==> src/rtl/riscv_pkg.sv <==
// Shared RV32 encodings and the ALU operation bundle, used by the issue stage and the ALU.
package riscv_pkg;

  localparam int XLEN = 32;

  localparam logic [6:0] OP    = 7'b0110011;
  localparam logic [6:0] OPIMM = 7'b0010011;
  localparam logic [6:0] LUI   = 7'b0110111;
  localparam logic [6:0] AUIPC = 7'b0010111;

  localparam logic [2:0] FUNCT3_ADD     = 3'b000;
  localparam logic [2:0] FUNCT3_SLL     = 3'b001;
  localparam logic [2:0] FUNCT3_SRL_SRA = 3'b101;

  localparam logic [6:0] FUNCT7_BASE   = 7'b0000000;
  localparam logic [6:0] FUNCT7_ALT    = 7'b0100000;
  localparam logic [6:0] FUNCT7_MULDIV = 7'b0000001;

  typedef struct packed {
    logic [6:0]      opcode;
    logic [2:0]      funct3;
    logic [6:0]      funct7;
    logic [XLEN-1:0] op1;
    logic [XLEN-1:0] op2;
  } alu_op_t;

  function automatic logic is_shift_funct3(input logic [2:0] f3);
    return (f3 == FUNCT3_SLL) || (f3 == FUNCT3_SRL_SRA);
  endfunction

endpackage

==> src/rtl/alu_issue_imm_gen.sv <==
// Combinational immediate (I / U / shamt) and legality decode for the ALU issue stage.
// Macro ALU_ISSUE_RV32M_EN makes OP with funct7=0000001 (RV32M) legal.
module alu_issue_imm_gen
  import riscv_pkg::*;
#(
  parameter int WIDTH = 32
) (
  input  logic [31:0]      instr,
  output logic [WIDTH-1:0] imm,
  output logic             legal
);

  localparam int SHIFTWIDTH = $clog2(WIDTH);

  logic [6:0] opc;
  logic [2:0] f3;
  logic [6:0] f7;
  logic       op_legal;

  assign opc = instr[6:0];
  assign f3  = instr[14:12];
  assign f7  = instr[31:25];

  // Register-register: the alternate funct7 only exists for SUB and SRA.
  always_comb begin
    op_legal = (f7 == FUNCT7_BASE) ||
               ((f7 == FUNCT7_ALT) && ((f3 == FUNCT3_ADD) || (f3 == FUNCT3_SRL_SRA)));
`ifdef ALU_ISSUE_RV32M_EN
    if (f7 == FUNCT7_MULDIV) op_legal = 1'b1;
`endif
  end

  always_comb begin
    imm   = '0;
    legal = 1'b0;
    case (opc)
      OP: legal = op_legal;
      OPIMM: begin
        if (is_shift_funct3(f3)) begin
          imm   = WIDTH'(instr[20 +: SHIFTWIDTH]);
          legal = (f7 == FUNCT7_BASE) || ((f3 == FUNCT3_SRL_SRA) && (f7 == FUNCT7_ALT));
        end else begin
          imm   = WIDTH'($signed(instr[31:20]));
          legal = 1'b1;
        end
      end
      LUI, AUIPC: begin
        imm   = WIDTH'($signed({instr[31:12], 12'b0}));
        legal = 1'b1;
      end
      default: ;
    endcase
  end

endmodule

==> src/rtl/alu_issue_stage.sv <==
// Decode/issue stage: turns a raw RV32 instruction into a registered OP/OPIMM ALU operation.
// Macro ALU_ISSUE_RV32M_EN (see alu_issue_imm_gen) admits RV32M encodings as legal OP.
module alu_issue_stage
  import riscv_pkg::*;
#(
  parameter int WIDTH = 32
) (
  input  logic             clk,
  input  logic             rst,
  input  logic             in_valid,
  output logic             in_ready,
  input  logic [31:0]      instr,
  input  logic [WIDTH-1:0] pc,
  output logic [4:0]       rs1_addr,
  output logic [4:0]       rs2_addr,
  input  logic [WIDTH-1:0] rs1_data,
  input  logic [WIDTH-1:0] rs2_data,
  input  logic             flush,
  output logic             out_valid,
  input  logic             out_ready,
  output logic [WIDTH-1:0] op1,
  output logic [WIDTH-1:0] op2,
  output logic [6:0]       opcode,
  output logic [2:0]       funct3,
  output logic [6:0]       funct7,
  output logic [4:0]       rd,
  output logic [WIDTH-1:0] pc_out,
  output logic             illegal,
  output logic [31:0]      issue_count
);

  logic [WIDTH-1:0] imm;
  logic             legal;
  logic [WIDTH-1:0] rs1_val, rs2_val;

  logic [6:0]       opcode_next, opcode_reg;
  logic [2:0]       funct3_next, funct3_reg;
  logic [6:0]       funct7_next, funct7_reg;
  logic [WIDTH-1:0] op1_next, op1_reg;
  logic [WIDTH-1:0] op2_next, op2_reg;
  logic [4:0]       rd_reg;
  logic [WIDTH-1:0] pc_reg;
  logic             illegal_reg;
  logic             valid_reg;
  logic [31:0]      count_reg;
  logic             capture, handoff;

  alu_issue_imm_gen #(.WIDTH(WIDTH)) u_imm_gen (
    .instr (instr),
    .imm   (imm),
    .legal (legal)
  );

  assign rs1_addr = instr[19:15];
  assign rs2_addr = instr[24:20];
  // x0 always reads as zero regardless of what the regfile returns.
  assign rs1_val  = (rs1_addr == 5'd0) ? '0 : rs1_data;
  assign rs2_val  = (rs2_addr == 5'd0) ? '0 : rs2_data;

  always_comb begin
    opcode_next = '0;
    funct3_next = '0;
    funct7_next = '0;
    op1_next    = '0;
    op2_next    = '0;
    if (legal) begin
      case (instr[6:0])
        OP: begin
          opcode_next = OP;
          funct3_next = instr[14:12];
          funct7_next = instr[31:25];
          op1_next    = rs1_val;
          op2_next    = rs2_val;
        end
        OPIMM: begin
          opcode_next = OPIMM;
          funct3_next = instr[14:12];
          funct7_next = is_shift_funct3(instr[14:12]) ? instr[31:25] : FUNCT7_BASE;
          op1_next    = rs1_val;
          op2_next    = imm;
        end
        // Upper-immediate forms become ADDI-style operations for the ALU.
        LUI: begin
          opcode_next = OPIMM;
          funct3_next = FUNCT3_ADD;
          op2_next    = imm;
        end
        AUIPC: begin
          opcode_next = OPIMM;
          funct3_next = FUNCT3_ADD;
          op1_next    = pc;
          op2_next    = imm;
        end
        default: ;
      endcase
    end
  end

  assign in_ready = !flush && (!valid_reg || out_ready);
  assign capture  = in_valid && in_ready;
  assign handoff  = valid_reg && out_ready && !flush;

  always_ff @(posedge clk or posedge rst) begin
    if (rst) begin
      valid_reg   <= 1'b0;
      opcode_reg  <= '0;
      funct3_reg  <= '0;
      funct7_reg  <= '0;
      op1_reg     <= '0;
      op2_reg     <= '0;
      rd_reg      <= '0;
      pc_reg      <= '0;
      illegal_reg <= 1'b0;
      count_reg   <= '0;
    end else begin
      if (handoff) count_reg <= count_reg + 32'd1;
      if (flush) begin
        valid_reg <= 1'b0;
      end else if (capture) begin
        valid_reg   <= 1'b1;
        opcode_reg  <= opcode_next;
        funct3_reg  <= funct3_next;
        funct7_reg  <= funct7_next;
        op1_reg     <= op1_next;
        op2_reg     <= op2_next;
        rd_reg      <= instr[11:7];
        pc_reg      <= pc;
        illegal_reg <= !legal;
      end else if (out_ready) begin
        valid_reg <= 1'b0;
      end
    end
  end

  assign out_valid   = valid_reg;
  assign opcode      = opcode_reg;
  assign funct3      = funct3_reg;
  assign funct7      = funct7_reg;
  assign op1         = op1_reg;
  assign op2         = op2_reg;
  assign rd          = rd_reg;
  assign pc_out      = pc_reg;
  assign illegal     = illegal_reg;
  assign issue_count = count_reg;

endmodule

==> config.mk <==
export PLATFORM = sky130hd
export DESIGN_NAME = alu_issue_stage
export DESIGN_NICKNAME = d
export VERILOG_FILES = /design/src/rtl/riscv_pkg.sv /design/src/rtl/alu_issue_imm_gen.sv /design/src/rtl/alu_issue_stage.sv
export SDC_FILE = /design/constraint.sdc
export NUM_CORES = 1
export LEC_CHECK = 0
export ABC_AREA = 0
export BUFFER_PORTS_ARGS = -buffer_cell sky130_fd_sc_hd__clkbuf_2
export CAP_MARGIN = 40
export CORE_ASPECT_RATIO = 1.5
export CORE_MARGIN = 4
export CORE_UTILIZATION = 35
export CTS_CLUSTER_DIAMETER = 50
export CTS_CLUSTER_SIZE = 10
export DETAILED_ROUTE_END_ITERATION = 8
export GPL_TIMING_DRIVEN = 0
export HOLD_SLACK_MARGIN = 0.06
export PLACE_DENSITY_LB_ADDON = 0.2
export SYNTH_ARGS = -nofsm -noshare
export SYNTH_HDL_FRONTEND = slang
export SYNTH_SLANG_ARGS = --single-unit
==> constraint.sdc <==
create_clock -name clk -period 6.9 [get_ports clk]
set_input_delay 1.725 -clock clk [delete_from_list [all_inputs] [get_ports clk]]
set_output_delay 1.725 -clock clk [all_outputs]
set_load 0.01 [all_outputs]
# Yosys cells after proc, flatten, opt, wreduce, memory -nomap -nowiden
# Index checks and enable logic that the tools add are counted.
[totals]
mem_bits_ro = 0
elab_cells = 62
out_inout_bits = 163
memories = 0
latchBits = 0
ram_bits = 0
register_bits = 152
input_bits = 133
[classes]
mul = 0
n_eq_ne = 7
div_mod_pow = 0
addsub = 1
n_lt_le_gt_ge = 0
n_shift = 0
reduce_logical = 23
mux = 20
bitwise_logic = 1
[op_table]
columns = ["operator", "count"]
rows = [
  ["32-bit one-hot mux with 2 select lines", 3],
  ["32-bit two-way mux", 5],
  ["32-bit by 1-bit adder with 32-bit output (second input constant)", 1],
  ["7-bit by 6-bit == test with 1-bit output (second input constant)", 3],
  ["7-bit by 5-bit == test with 1-bit output (second input constant)", 2],
  ["7-bit two-way mux", 2],
  ["7-bit one-hot mux with 2 select lines", 1],
  ["6-bit one-hot mux with 2 select lines", 1],
  ["5-bit logical NOT", 2],
  ["7-bit logical NOT", 1],
  ["1-bit logical AND", 6],
  ["3-bit two-way mux", 2],
  ["6-bit two-way mux", 1],
  ["1-bit logical OR", 5],
  ["1-bit two-way mux", 4],
  ["2-bit OR reduction", 2],
  ["3-bit by 1-bit == test with 1-bit output (second input constant)", 1],
  ["3-bit == test (second input constant)", 1],
  ["1-bit logical NOT", 3],
  ["3-bit logical NOT", 1],
  ["1-bit one-hot mux with 3 select lines", 1],
  ["3-bit nonzero test", 1],
  ["3-bit OR reduction", 1],
  ["2-bit AND reduction", 1],
  ["1-bit NOT", 1],
]

# Depth between registers and ports, before layout
# Gate-level depths: netlist of the first run.
[depth]
word_depth = 6
ltp_mapped = 7
ltp_nobuf = 6

# By module
# A second synthesis of the first run with hierarchy kept.
[unflattened]
hier_cells = 642
area_unflattened_um2 = 6846.6
[modules_own_cells]
columns = ["mod", "instances", "area_each_um2", "cells_per_inst", "seq_area_each_um2"]
rows = [
  ["alu_issue_stage", 1, 6471.2, 570, 3678.5],
  ["alu_issue_imm_gen", 1, 375.4, 72, 0.0],
]

# Worst setup path after synthesis of the first run
# Ideal clock, no wire load.
[synth_path]
kind = "input to output"
start = "input port out_ready"
end = "output port in_ready"
path_slack_ps = 3204
t_arrival_ps = 1971
path_buffers = 0
cell_stages = 2
cell_sequence = "nor2b_1 > nor2_1"
[synth_via]
elab_chain_len = 2
[synth_rtl]
columns = ["item", "line", "rtl"]
rows = [
  ["from (decl)", "alu_issue_stage.sv:20", "input logic out_ready,"],
  ["1-bit logical OR", "alu_issue_stage.sv:99", "assign in_ready = !flush && (!valid_reg || out_ready);"],
  ["1-bit logical AND", "alu_issue_stage.sv:99", ""],
  ["to (decl)", "alu_issue_stage.sv:11", "output logic in_ready,"],
]
# No other way between the ends.

# Final worst setup path of the first run
# Same ends and word-level chain as after synthesis.

==> results.cfg, run 1 <==
[cts]
clk_pin_slew_ns = 0.06
htreeDepth = 4
tritoncts = done
numCtsBuffers = 17
holdBufCountCts = 0
clock-sinks = 147
clock_latency_ns = 0.41
cts_resized = 0
cts_root_buf = clkbuf_16
cts.path.max_buffers = 2
cts_setup_buffers = 0

[sta]
worst_pin_slew_ns = 0.780
layout_min_cycle_time_ns = 3.95
fmax_ghz = 0.253
timing.final.ws_setup_ns = 2.95
hold_ws_ns = 0.472
finalSetupViolations = 0
rsz0062_at_grt = false
max_slew_margin = 0.480
post-route-period-util = 0.572
finalMaxSlewViolations = 0
final-hold-violation-count = 0
finClkSkew_ns = 0.00953

[placement]
gp_congestion = 0.848
portBuffers = 292
hpwlAfterDp_um = 16800
dpl-instance-area_sq_um = 8320
dp.cells = 1196
place_ws_ns = 2.96

[min_path]
whs_path_depth = 2
hold_class = reg -> reg

[global_route]
antenna_found_initial = 0
track_usage = 0.207
grt.overflow.total = 0
grt_pass1_wl_um = 34000
grt_pass1_vias = 6181
grt_start_max_net_pins = 86

[route]
drt_iter0_drc = 239
routed_wl_um = 21700
drtPass1Iterations = 4
route.vias.total = 6036
ant_nets = 0
via_per_inst = 4.92
route.detailed.drc = 0
wl_per_cell_um = 17.7

[flow_run]
cap_viol_max_count = 0

[cells_and_area]
finalInstanceArea_sq_um = 8960
layout.nets = 1101
area_delta_synth_final_pct = 37.9
post_layout_nonfiller_instances = 1228
num_antenna_cells = 0
drive_above_1_share = 0.383

[synth]
synth_ff_type = dfrtp_1
synth-adder-area-share = 0.00193
ys_seq_area_frac = 0.566
syn_area_per_cell_sq_um = 9.97
ys_top_cells_by_area = dfrtp_1, nand2_1, a22oi_1
synthTopCellsByCount = nand2_1, dfrtp_1, o21ai_1, a22oi_1, xnor2_1
synth-edff-count = 0
synth_top_area_cell = dfrtp_1
synth_xor_area_frac = 0.0418
yosys.area_share.simple = 0.195
yosys.area.top_type_share = 0.566
synth-seq-cells = 147
yosys_warnings = 0
yosysMostFrequentCell = nand2_1
synthesis.area_sq_um = 6500
yosysUniqueCellTypes = 41
synth_top_family_by_area = simple AND/OR/NAND/NOR gates
synth_compound_area_frac = 0.145
syn_inst = 652
async_flop_share = 1.00
synth.area.mux_share = 0

[critical_path]
required_ns = 5.18
r2r_cells = 7
crit_path_end_kind = primary output
arrival_ns = 2.22
critPathMaxFanout = 3
crit_type = in -> out
startpoint_type = input pin

[die]
coreArea_sq_um = 18100
die_h_um = 175
dieArea_sq_um = 20900
rows = 60
dieWidth_um = 119
io_pins = 296
start_util = 0.359

[power_and_ir_drop]
leakage_nw = 4.56
ir_drop_mv = 0.144
finalPower_mw = 2.19
p_per_area_nw_per_um2 = 244

[outcome]
status = finished clean
[worst max-delay path: stages]
cell and delay [ns]:
clkbuf_2 0.10, nor2b_1 0.05, nor2_1 0.17, clkbuf_2 0.17
[metrics by stage]
stage | setup TNS (ns) | utilization
floorplan | 0 | -
global placement | -98.17 | 0.458
detailed placement | 0 | 0.460
CTS | 0 | 0.496
global route | 0 | 0.496
finish | 0 | 0.496
[final cells by class]
cell class / count / area, sq um
tap: 248 / 310
sequential: 147 / 3680
inverter: 2 / 12.5
clock inverter: 11 / 199
fill: 1800 / 9130
clock buffer: 21 / 450
timing repair buffer: 294 / 1490
multi-input combinational: 453 / 2510
buffer: 52 / 314
[path summary, 6_finish.rpt]
check | from | endpoint | slack (ns)
max in group asynchronous | rst | op2[17] | 4.66
hold reg to reg | pc_out[31] | pc_out[31] | 0.47
setup / recovery | out_ready | in_ready | 2.95
setup reg to reg | out_valid | funct7[5] | 4.49
hold / removal | pc_out[31] | pc_out[31] | 0.47
min in group asynchronous | rst | issue_count[30] | 1.46
[per-layer routing]
metal  global-route usage  wire length [um]  vias to the layer above
met5                    0                 0                        -
met4               0.0947               824                        0
met3               0.0547              1530                       48
met2                0.360             11100                      264
met1                0.237              8260                     2863
li1                     -                 -                     2861
[cell families (layout without fill, tap and decap cells)]
kind of cell             after synthesis  after routing
AND/OR/NAND/NOR                      280            280
flip-flops                           147            147
AO/OA/AOI/OAI                        138            138
buffers and inverters                 54            380
XOR/XNOR                              31             31
adder cells (fa/ha/maj)                1              1
other                                  1              3
[cell usage in the layout (no fill, tap or decap), types with 9 or more instances in the layout]
master,n
clkbuf_16,17
a221oi_1,20
o21ai_2,11
nand4_1,12
clkbuf_2,292
xnor2_1,24
o21ai_1,57
nor2_1,18
buf_2,9
a22oi_1,43
nand2_1,204
buf_4,15
dfrtp_1,147
and2_1,9
clkbuf_1,23
[power breakdown]
part / switching (mW) / internal (mW)
clock: 0.368 / 0.656
combinational: 0.135 / 0.0933
sequential: 0.0347 / 0.905
Note: power is estimated with default switching activity, not from simulation.
==> run 2, diff against run 1 <==
- clock period: 6.9 -> 3.2 ns (I/O delays scaled with it)
==> run 2 against run 1 <==
- routed wire length shrank 0.48%
- worst hold slack gained 0.0015 ns
- first-iteration DRC count grew 51%
- sequential power grew 110%
- die area is the same
- final cell count grew 0.24%
- design area grew 0.29%
- combinational power grew 120%
- critical path type is now in -> reg
- largest cell class unchanged
==> results.cfg, run 2 (same netlist as run 1, synthesis figures left out) <==
[placement]
gp_congestion = 0.862
portBuffers = 292
dpl-instance-area_sq_um = 8370
dp.cells = 1199
hpwlAfterDp_um = 17000
place_ws_ns = 0.160

[route]
drtPass1Iterations = 4
wl_per_cell_um = 17.5
routed_wl_um = 21600
ant_nets = 0
drt_iter0_drc = 360
via_per_inst = 4.84
route.detailed.drc = 0
route.vias.total = 5955

[cells_and_area]
num_antenna_cells = 0
seqCellArea_sq_um = 3680
fillers = 1800
area_delta_synth_final_pct = 38.4
layout.nets = 1104
final_core_util = 0.497
drive_above_1_share = 0.387
layout.cells.most_common = clkbuf_2
post_layout_nonfiller_instances = 1231
multi_input_area_sq_um = 2510
finalInstanceArea_sq_um = 8990
layout_common_cells = clkbuf_2, nand2_1, dfrtp_1

[critical_path]
r2r_cells = 7
arrival_ns = 2.80
startpoint_type = input pin
crit_path_end_kind = register
r2r_slack_ns = 0.79
critPathMaxFanout = 10
crit_slowest_cell = clkbuf_1
slowest_delay_ns = 0.58
crit_type = in -> reg
cp_cell_sequence = clkbuf_2 > nor2b_1 > nor2_1 > nand2_1 > clkbuf_1 > clkbuf_1 > nand2_1 > o41ai_2
reg2reg_from = out_valid
required_ns = 3.52
r2r-end = funct7[5]

[cts]
cts_root_buf = clkbuf_16
cts.path.max_buffers = 2
clk_pin_slew_ns = 0.07
holdBufCountCts = 0
cts_resized = 0
clock_latency_ns = 0.42
clock-sinks = 147
tritoncts = done
cts_setup_buffers = 0
htreeDepth = 4
numCtsBuffers = 17

[global_route]
grt_pass1_vias = 6077
grt_start_max_net_pins = 38
grt_pass1_wl_um = 34200
track_usage = 0.210
antenna_found_initial = 0
grt.overflow.total = 0

[die]
coreArea_sq_um = 18100
io_pins = 296
start_util = 0.359
die_h_um = 175
rows = 60
dieArea_sq_um = 20900
dieWidth_um = 119

[sta]
rsz0062_at_grt = false
timing.final.ws_setup_ns = 0.721
max_slew_margin = 0.477
finalSetupViolations = 0
post-route-period-util = 0.775
fmax_ghz = 0.403
hold_ws_ns = 0.474
finalMaxSlewViolations = 0
finClkSkew_ns = 0.00702
worst_pin_slew_ns = 0.782
layout_min_cycle_time_ns = 2.48
final-hold-violation-count = 0

[power_and_ir_drop]
ir_drop_mv = 0.282
p_per_area_nw_per_um2 = 514
leakage_nw = 4.57

[outcome]
status = finished clean

[min_path]
min_from = pc_out[8]
hold_end = pc_out[8]
whs_path_depth = 2
hold_class = reg -> reg

[flow_run]
cap_viol_max_count = 0
## run 2: changes by cell type in the layout (fill, tap and decap cells not counted), sizes merged
cell / before / now
clkinv: 0 / 4
buf: 34 / 37
bufinv: 5 / 3
clkbuf: 333 / 331
## run 2: cell type report
class	count	share of cell area
Tap cell	248	0.0345
Timing Repair Buffer	297	0.173
Clock inverter	13	0.0193
Sequential cell	147	0.409
Clock buffer	19	0.0493
Inverter	2	0.00125
Buffer	52	0.0349
Multi-Input combinational cell	453	0.279
## run 2: layer usage
metal / share of wire / wire, um / global-route usage
met4: 0.022 / 475 / 0.0672
met2: 0.53 / 11400 / 0.377
met5: 0 / 0 / 0
met3: 0.067 / 1440 / 0.0554
met1: 0.38 / 8280 / 0.241
## run 2: worst max-delay path by stage
stage,start,endpoint,slack [ns],cells past startpoint
floorplan,rst,funct3[0],0.55,1
global placement,rst,pc_out[1],-0.53,2
detailed placement,out_ready,funct7[5],0.16,8
CTS,out_ready,funct7[5],0.61,8
global route,out_ready,funct7[5],0.46,8
finish,out_ready,funct7[5],0.72,8
## run 2: where the power goes
group	internal, mW	switching, mW
combinational	0.209	0.294
sequential	1.95	0.0713
clock	1.26	0.829
total	3.42	1.19
## run 2: worst max-delay path: cells and delay by family
kind / cells / cell delay, ns
compound gates: 1 / 0.07
buf+inv: 3 / 1.22
simple gates: 4 / 0.70
## run 2: metrics by stage
step	TNS (ns)	total power, mW
2_1_floorplan	0	2.27
3_3_place_gp	-75.28	2.55
3_5_place_dp	0	2.57
4_1_cts	0	4.68
5_1_grt	0	4.82
6_report	0	4.62
==> run 3, diff against run 2 <==
- clock period: 3.2 -> 2.4 ns (I/O delays scaled with it)
==> run 3 against run 2 <==
- non-clock buffer count is the same
- routed wire length is essentially flat
- via count grew 0.22%
- final cell count is the same
- largest cell class unchanged
==> results.cfg, run 3 (same netlist as run 1, synthesis figures left out) <==
[cts]
numCtsBuffers = 17
clock_latency_ns = 0.42
clk_pin_slew_ns = 0.06
holdBufCountCts = 0
htreeDepth = 4
cts_root_buf = clkbuf_16
cts.path.max_buffers = 2
clock-sinks = 147
cts_setup_buffers = 0
tritoncts = done

[sta]
finalMaxSlewViolations = 0
final-hold-violation-count = 0
rsz0062_at_grt = false
timing.final.ws_setup_ns = 0.261
finClkSkew_ns = 0.00687
finalSetupViolations = 0
hold_ws_ns = 0.308
fmax_ghz = 0.467
max_slew_margin = 0.477
post-route-period-util = 0.891
worst_pin_slew_ns = 0.783
layout_min_cycle_time_ns = 2.14

[route]
route.detailed.drc = 0
route.vias.total = 5968
highest_layer = met4
met1_length_um = 8300
wl_met3_um = 1450
via_per_inst = 4.85
routed_wl_um = 21600
wl_met2_um = 11400
wl_per_cell_um = 17.5
drt_iter0_drc = 359
ant_nets = 0
drtPass1Iterations = 4

[die]
dieArea_sq_um = 20900
rows = 60
coreArea_sq_um = 18100
io_pins = 296
die_h_um = 175
dieWidth_um = 119
start_util = 0.359

[cells_and_area]
multi_input_area_sq_um = 2510
layout_common_cells = clkbuf_2, nand2_1, dfrtp_1
area_delta_synth_final_pct = 38.4
seqCellArea_sq_um = 3680
layout.nets = 1104
final_core_util = 0.497
layout.cells.most_common = clkbuf_2
fillers = 1803
num_antenna_cells = 0
drive_above_1_share = 0.389

[global_route]
grt_start_max_net_pins = 38
antenna_found_initial = 0
track_usage = 0.210
grt_pass1_vias = 6077
grt.overflow.total = 0
grt_pass1_wl_um = 34200

[placement]
hpwlAfterDp_um = 17000
place_ws_ns = -0.440
gp_congestion = 0.862
portBuffers = 292

[min_path]
hold_class = in -> async

[critical_path]
critPathMaxFanout = 10
r2r_slack_ns = 0.26
arrival_ns = 2.50
reg2reg_from = out_valid
crit_path_end_kind = register
startpoint_type = register
r2r_cells = 7
r2r-end = pc_out[6]
crit_type = reg -> reg
required_ns = 2.76

[power_and_ir_drop]
finalPower_mw = 6.16
p_per_area_nw_per_um2 = 685
leakage_nw = 4.58
ir_drop_mv = 0.375

[flow_run]
cap_viol_max_count = 0

[outcome]
status = finished clean
## run 3: changes by cell type in the layout (fill, tap and decap cells not counted)
cell	previous run	this run
clkbuf_2	292	294
clkbuf_1	21	19
## run 3: critical path, cell delays in order, from the launching register on
cell and delay (ns):
dfrtp_1 0.40, nor2b_1 0.15, nor2_1 0.21, and2_1 0.19, clkbuf_1 0.50, buf_1 0.45
nand2_1 0.10, nand2_1 0.07
## run 3: routing by layer
layer,vias to the layer above,global-route usage
met4,0,0.0672
met5,-,0
met2,227,0.377
li1,2871,-
met3,30,0.0554
met1,2840,0.241
## run 3: worst max-delay path by stage
| stage | from | endpoint | slack, ns | cells past startpoint |
|---|---|---|---|---|
| 2_1_floorplan | rst | funct3[0] | -0.05 | 1 |
| 3_3_place_gp | rst | pc_out[1] | -1.13 | 2 |
| 5_1_grt | out_valid | pc_out[10] | 0.04 | 7 |
| 6_report | out_valid | pc_out[6] | 0.26 | 7 |
| 4_1_cts | out_valid | pc_out[5] | 0.08 | 7 |
| 3_5_place_dp | out_ready | funct7[5] | -0.44 | 8 |
## run 3: power breakdown
| part | total [mW] | internal [mW] | switching, mW |
|---|---|---|---|
| sequential | 2.70 | 2.60 | 0.0951 |
| clock | 2.79 | 1.68 | 1.11 |
| combinational | 0.671 | 0.279 | 0.392 |
## run 3: cell type report
cell class | count | area share
Buffer | 52 | 0.0352
Clock buffer | 19 | 0.0492
Multi-Input combinational cell | 453 | 0.279
Clock inverter | 13 | 0.0193
Sequential cell | 147 | 0.409
Inverter | 2 | 0.00125
Tap cell | 248 | 0.0345
Timing Repair Buffer | 297 | 0.173
## run 3: metrics by stage
stage          instances  area (sq um)  setup TNS, ns
2_1_floorplan        654          6510          -6.91
5_1_grt             1231          8990              0
3_5_place_dp        1199          8370         -17.63
6_report            1231          8990              0
4_1_cts             1231          8990              0
3_3_place_gp        1194          8280        -183.06
## run 3: timing repair
action | CTS | global route
pin swaps | 0 | 0
gates resized for setup | 1 | 2
gates cloned | 0 | 0
endpoints found under the setup margin | 10 | 67
